**src/rtl/drive_pkg.sv**
```systemverilog
// drive_pkg: shared state encoding, driving-mode constants and default widths for drive_mode_ctrl
package drive_pkg;
  typedef enum logic [1:0] {OFF = 2'd0, SELECT = 2'd1, RUN = 2'd2} state_t;
  localparam int MODE_MANUAL = 0;
  localparam int MODE_SEMI = 1;
  localparam int MODE_AUTO = 2;
  localparam int DEF_MODE_W = 2;
  localparam int DEF_NUM_MODES = MODE_AUTO + 1;
endpackage

```
**src/rtl/button_debouncer.sv**
```systemverilog
// button_debouncer: two-flop synchroniser followed by a consecutive-cycle debounce filter
module button_debouncer #(
  parameter int DEBOUNCE_CYCLES = 20
) (
  input  logic clk,
  input  logic rst,
  input  logic in,
  output logic out
);
  localparam int cnt_w = $clog2(DEBOUNCE_CYCLES + 1);
  logic [1:0] sync;
  logic [cnt_w-1:0] cnt;
  logic done;
  assign done = cnt == cnt_w'(DEBOUNCE_CYCLES - 1);
  always_ff @(posedge clk)
    if (rst) begin
      sync <= '0;
      cnt <= '0;
      out <= 1'b0;
    end else begin
      sync <= {sync[0], in};
      cnt <= (sync[1] == out || done) ? '0 : cnt + 1'b1;
      out <= (sync[1] != out && done) ? sync[1] : out;
    end
endmodule

```
**src/rtl/drive_mode_ctrl.sv**
```systemverilog
// drive_mode_ctrl: long-press power sequencing and driving-mode selection; AUTO_OFF_EN adds idle power-off
module drive_mode_ctrl
  import drive_pkg::*;
#(
  parameter int MODE_W = DEF_MODE_W,
  parameter int NUM_MODES = DEF_NUM_MODES,
  parameter int DEBOUNCE_CYCLES = 20,
  parameter int HOLD_CYCLES = 100,
  parameter int IDLE_CYCLES = 1000
) (
  input  logic              clk,
  input  logic              rst,
  input  logic              power,
  input  logic [MODE_W-1:0] model_select,
  input  logic              confirm,
  input  logic              moving,
  input  logic              activity,
  output logic              power_state,
  output logic [MODE_W-1:0] model,
  output logic              model_valid
);
  localparam int hold_w = $clog2(HOLD_CYCLES + 1);
  state_t state, state_nxt;
  logic [MODE_W-1:0] model_nxt;
  logic [hold_w-1:0] hold_cnt;
  logic pwr_db, armed, hold_full, long_press, consume, legal, idle_to;
  button_debouncer #(.DEBOUNCE_CYCLES(DEBOUNCE_CYCLES)) u_db (
    .clk(clk),
    .rst(rst),
    .in(power),
    .out(pwr_db)
  );
  assign hold_full = hold_cnt == hold_w'(HOLD_CYCLES);
  assign long_press = pwr_db && armed && hold_full;
  assign consume = long_press && !(state == RUN && moving);
  assign legal = confirm && 32'(model_select) < NUM_MODES;
  assign power_state = state != OFF;
  assign model_valid = state == RUN;
`ifdef AUTO_OFF_EN
  localparam int idle_w = $clog2(IDLE_CYCLES + 1);
  logic [idle_w-1:0] idle_cnt;
  always_ff @(posedge clk)
    idle_cnt <= (rst || activity || confirm || pwr_db || moving || state == OFF) ? '0 : idle_cnt + 1'b1;
  assign idle_to = state != OFF && idle_cnt == idle_w'(IDLE_CYCLES);
`else
  logic unused_idle;
  assign unused_idle = activity ^ (IDLE_CYCLES < 0);
  assign idle_to = 1'b0;
`endif
  always_ff @(posedge clk)
    if (rst) begin
      state <= OFF;
      model <= '0;
      hold_cnt <= '0;
      armed <= 1'b1;
    end else begin
      state <= state_nxt;
      model <= model_nxt;
      hold_cnt <= pwr_db ? hold_cnt + hold_w'(!hold_full) : '0;
      armed <= !pwr_db ? 1'b1 : consume ? 1'b0 : armed;
    end
  always_comb begin
    state_nxt = state;
    model_nxt = model;
    unique case (state)
      OFF: state_nxt = long_press ? SELECT : OFF;
      SELECT:
        if (long_press || idle_to) begin
          state_nxt = OFF;
          model_nxt = MODE_W'(MODE_MANUAL);
        end else if (legal) begin
          state_nxt = RUN;
          model_nxt = model_select;
        end
      RUN:
        if ((long_press && !moving) || idle_to) begin
          state_nxt = OFF;
          model_nxt = MODE_W'(MODE_MANUAL);
        end else if (legal && !moving) begin
          model_nxt = model_select;
        end
      default: state_nxt = OFF;
    endcase
  end
endmodule

```
**config.mk**
```make
export PLATFORM = sky130hd
export DESIGN_NAME = drive_mode_ctrl
export DESIGN_NICKNAME = d
export VERILOG_FILES = /design/src/rtl/drive_pkg.sv /design/src/rtl/button_debouncer.sv /design/src/rtl/drive_mode_ctrl.sv
export SDC_FILE = /design/constraint.sdc
export NUM_CORES = 1
export LEC_CHECK = 0
export ABC_AREA = 1
export CAP_MARGIN = 20
export CORE_AREA = 5 5 48 50
export CTS_CLUSTER_DIAMETER = 120
export DETAILED_ROUTE_END_ITERATION = 8
export DIE_AREA = 0 0 53 55
export DONT_BUFFER_PORTS = 1
export GPL_ROUTABILITY_DRIVEN = 0
export GPL_TIMING_DRIVEN = 0
export PLACE_DENSITY = 0.74
export SLEW_MARGIN = 20
export SYNTH_ARGS = -nofsm -noshare
export SYNTH_HDL_FRONTEND = slang
export SYNTH_SLANG_ARGS = --single-unit
```
**constraint.sdc**
```tcl
create_clock -name clk -period 1.85 [get_ports clk]
set_input_delay 0.555 -clock clk [delete_from_list [all_inputs] [get_ports clk]]
set_output_delay 0.555 -clock clk [all_outputs]
set_load 0.05 [all_outputs]
```
After elaboration in Yosys (flattened, before gate mapping)
Index checks and enable logic that the tools add are counted.

storage, ports and cells
  register bits after elaboration = 20
  input port bits = 8
  output and inout bits = 4
  logic and storage cells = 49

operators by class
  $add $sub $neg = 2
  magnitude comparators = 1
  eq/ne operators = 9
  mux-type cells = 10
  bitwise operators = 1
  reductions and logical operators = 19

operators by type and width
  kind                 count
  $mux 2               7
  $logic_and 1x1->1    8
  $add 7x1->7          1
  $eq 7x7->1 const B   1
  $pmux 2 s3           1
  $add 5x1->5 const B  1
  $eq 5x5->1 const B   1
  $pmux 2 s2           1
  $reduce_bool 2->1    2
  $reduce_or 2->1      2
  $logic_not 1->1      3
  $ne 3x1->1 const B   1
  $ne 3x3->1 const B   1
  $reduce_and 3->1     1
  $eq 2x1->1 const B   1
  $eq 2x2->1 const B   1
  $logic_not 2->1      1
  $lt 2x2->1 const B   1
  $ne 2x1->1 const B   1
  $reduce_and 2->1     1
  $eq 1x1->1           1
  $logic_or 1x1->1     1
  $mux 1               1
  $ne 1x1->1           1
  $not 1->1            1

Longest topological paths before layout
  word-level depth = 6
  mapped depth = 11
  gate-level depth less buffers = 11

Modules after synthesis
Synthesis repeated with hierarchy kept, for this count alone.

unflattened totals
  cells, all modules = 136
  area total of the unflattened synthesis = 1026.0 µm²

by module, submodules not included
  module            instances  cells an instance  area an instance (µm²)  sequential area each (µm²)
  drive_mode_ctrl   1          91                 681.9                   240.2
  button_debouncer  1          45                 344.1                   160.2

Worst setup path after synthesis
Ideal clock, no wire load.

  path type = register to output
  start = register state[0]
  end = output port power_state
  arrival = 0.886 ns
  required time = 1.295 ns
  slack = 0.409 ns
  stages on the path, launching flop included = 4
  path buffers = 0
  cell sequence = dfxtp_1 > inv_1 > ha_1 > inv_1

on the way
  cells in the longest elaborated chain, start to end = 1

RTL lines
  element                 RTL line               source
  start, declared         drive_mode_ctrl.sv:23  state_t state, state_nxt;
  start signal, assigned  drive_mode_ctrl.sv:57  state <= state_nxt;
  $reduce_bool 2->1       drive_mode_ctrl.sv:37  assign power_state = state != OFF;
  end, declared           drive_mode_ctrl.sv:18  output logic power_state,

No other way between the ends.

Final worst setup path
Same ends and word-level chain as after synthesis.

==> results.txt <==
----------------------------------------------------
[Drt]
  Number of iterations in the first detailed-routing pass ... 4
  Post-route antenna net violation count ... 0
  Total DRC errors in the routed layout ... 0
  Overall routed net length ... 1655 µm
  Detailed-route via count ... 771
  Via/cell ratio ... 4.819
  Mean routed wirelength per cell ... 10.34 µm
  Iter 0 DRT Violations ... 12

[Synthesis]
  Fraction of synthesized cell area taken by the top area cell type ... 41.24%
  Count of synthesis-stage warnings from yosys ... 0
  Average footprint of a synthesized cell ... 7.527 µm²
  Cell accounting for the most synthesized area ... sky130_fd_sc_hd__dfxtp_1
  Top cells by count, synth ... sky130_fd_sc_hd__nand2_1, sky130_fd_sc_hd__inv_1, sky130_fd_sc_hd__dfxtp_1
  Share of synthesized flip-flops with an asynchronous set or reset ... 0%
  Number of distinct library cells after synthesis ... 18
  Number of flops mapped to enable cells by yosys ... 0
  Synth Cell Area ... 970.9 µm²
  Synthesized instance count ... 129
  Synthesized net count ... 144
  Top area cells in the synthesized netlist ... sky130_fd_sc_hd__dfxtp_1, sky130_fd_sc_hd__nand2_1, sky130_fd_sc_hd__inv_1
  Number of storage elements in the synthesis netlist ... 20
  Register area share after synthesis ... 41.24%
  Count leader, synth ... sky130_fd_sc_hd__nand2_1
  Leading register cell type out of synthesis ... sky130_fd_sc_hd__dfxtp_1

[Cells and area]
  Number of nets in the finished design ... 149
  Share of final-layout standard cells stronger than drive strength 1 ... 10.53%
  Finished Core Util ... 57.12%
  Cell Count, Final, Fillers Out ... 160
  Synthesis-to-finish area growth ... 9.536%
  Antenna diode instance count ... 0

[Global route]
  GRT Total Usage ... 13.64%
  Vias in the first global route ... 719
  Initial antenna violation count ... 0
  Maximum number of pins on one net before global-route repair ... 13
  First-pass GRT wire length ... 2939 µm
  Total overflow reported by the global router ... 0

[Setup path]
  WP buf/inv ... 2
  Cell class contributing the biggest share of worst-path delay ... flip-flops
  Depth of the worst register-to-register path ... 11
  Reg-to-reg setup timing slack ... 0.23 ns
  Startpoint of the most critical register-to-register path ... hold_cnt[1]
  Data required time at the worst endpoint ... 1.29 ns
  Critical path, cell by cell ... inv_1 > ha_1 > clkinvlp_4
  Setup crit end kind ... output port
  Critical Path AT ... 1.20 ns
  Slowest CP cell ... sky130_fd_sc_hd__dfxtp_1
  Worst path max stage delay ... 0.38 ns
  Critical R2R Capture ... hold_cnt[5]
  Element type at the critical path start ... register
  Maximum net fanout on the critical path ... 3
  CP Capture Point ... power_state
  Worst setup path class ... reg -> out
  Timing startpoint of the critical path ... state[0]
  Critical path depth ... 3

[Clock tree]
  Number of levels the H-tree was split into ... 1
  Number of buffers on the longest clock path ... 2
  TritonCTS Sinks ... 20
  Skew-Pair Late Insertion Delay ... 0.29 ns
  Buffer count from post-CTS setup fixing ... 0
  Clock slew seen by the registers of the worst setup and hold paths ... 0.11 ns
  TritonCTS clock tree ... yes
  CTS root buf ... sky130_fd_sc_hd__clkbuf_4
  Hold-fix buffers, CTS ... 0
  Inserted Clock Buffers ... 3

[Timing]
  Hold violation total from the final report ... 0
  Clock period minus final worst setup slack ... 1.758 ns
  Total negative slack for setup checks ... 0 ns
  Total of endpoints with negative setup slack in the final report ... 0
  Pin slew with the least headroom to its limit ... 0.5092 ns
  Slew Limit Fails ... 0
  Headroom to the max-slew limit ... 66.01%
  Final period util ... 95.00%
  Worst Skew ... 0.005957 ns
  Setup repair after global routing missed its margin ... false
  FMAX ... 569.0 MHz
  Hold slack ... 0.3087 ns

[Outcome]
  Run status ... complete, no violations

[Floorplan]
  Floorplan Core Area ... 1862 µm²
  Die Outline Area ... 2915 µm²
  Die Wd ... 53 µm
  Initial Utilization ... 52.15%
  Overall die height ... 55 µm
  Number of placement rows ... 16
  Ports placed on the boundary ... 12

[Worst hold path]
  Worst min-delay path class ... in -> reg

[Place]
  Placed Instances ... 156
  Number of I/O port buffers ... 0
  Placed wire-length estimate after detailed placement ... 1327 µm

[Power and ir drop]
  Maximum ir drop on the vdd rail ... 0.5140 mV
  Power density over cell area ... 747.2 nW/µm²
  Static leakage ... 0.3938 nW
  Total design power ... 0.0007946 W

[Job]
  Max-cap violations ... 0

----------------------------------------------------
cell type report:
| cell class | count | area [µm²] |
|---|---|---|
| multi-input combinational | 85 | 483.0 |
| clock buffer | 3 | 22.52 |
| tap | 27 | 33.78 |
| inverter | 24 | 93.84 |
| fill | 177 | 798.3 |
| clock inverter | 1 | 30.03 |
| sequential | 20 | 400.4 |
placed cells by master (no fill, tap or decap), drive strengths merged:
cell type	count
a21oi	8
bufinv	1
clkbuf	3
clkinvlp	1
dfxtp	20
ha	7
inv	23
nand2	26
nand3	9
nand4	6
nor2	20
nor3	1
o21ai	4
or2	1
xnor2	2
xor2	1
power by group:
group	internal (W)	total [W]	switching, W
Combinational	0.00000414	0.0000118	0.00000763
Sequential	0.000433	0.000434	0.00000120
Clock	0.000219	0.000349	0.000130
kinds of logic after synthesis:
| kind of cell | share of synthesized area, % |
|---|---|
| XOR/XNOR | 2.707 |
| adder cells (fa/ha/maj) | 9.020 |
| AND/OR/NAND/NOR | 31.57 |
| flip-flops | 41.24 |
| AO/OA/AOI/OAI | 6.186 |
| buffers and inverters | 9.279 |
metrics by stage:
stage | instance area, µm² | setup slack, ns
6_report | 1064 | 0.09241
5_1_grt | 1064 | 0.01700
4_1_cts | 1057 | 0.01220
3_5_place_dp | 1005 | 0.2530
3_3_place_gp | 1005 | 0.2900
2_1_floorplan | 970.9 | 0.4088
state kept, by name, indices dropped and copies added (netlist names):
register / count
u_db.sync: 2
u_db.out: 1
model: 2
u_db.cnt: 5
armed: 1
hold_cnt: 7
state: 2
worst register-to-register path: cells and delay by family, from the launching register on:
| family | cells | cell delay (ns) |
|---|---|---|
| AO/OA/AOI/OAI | 2 | 0.23 |
| buffers and inverters | 1 | 0.07 |
| AND/OR/NAND/NOR | 6 | 0.49 |
| adder cells (fa/ha/maj) | 2 | 0.35 |
| flip-flops | 1 | 0.38 |
worst min path at each step:
stage | from | end | slack [ns] | cells past startpoint
2_1_floorplan | u_db.sync[0] | u_db.sync[1] | 0.39 | 2
3_3_place_gp | u_db.sync[0] | u_db.sync[1] | 0.39 | 2
3_5_place_dp | u_db.sync[0] | u_db.sync[1] | 0.40 | 2
4_1_cts | rst | u_db.sync[1] | 0.30 | 1
5_1_grt | rst | u_db.sync[1] | 0.28 | 1
6_report | rst | u_db.sync[1] | 0.31 | 1
what timing repair did:
action / 4_1_cts / 5_1_grt
hold endpoints to repair: 0 / 0
resized for setup: 0 / 2
setup endpoints to repair: 0 / 2
routing by layer:
| metal | vias to the layer above | part of all wire, % | track usage [%] |
|---|---|---|---|
| li1 | 414 | - | - |
| met1 | 340 | 44 | 15.20 |
| met2 | 13 | 50 | 25.21 |
| met3 | 4 | 4.2 | 2.413 |
| met4 | 0 | 1.5 | 6.383 |
| met5 | - | 0 | 0 |
No activity file was read; power rests on OpenSTA's default activity.
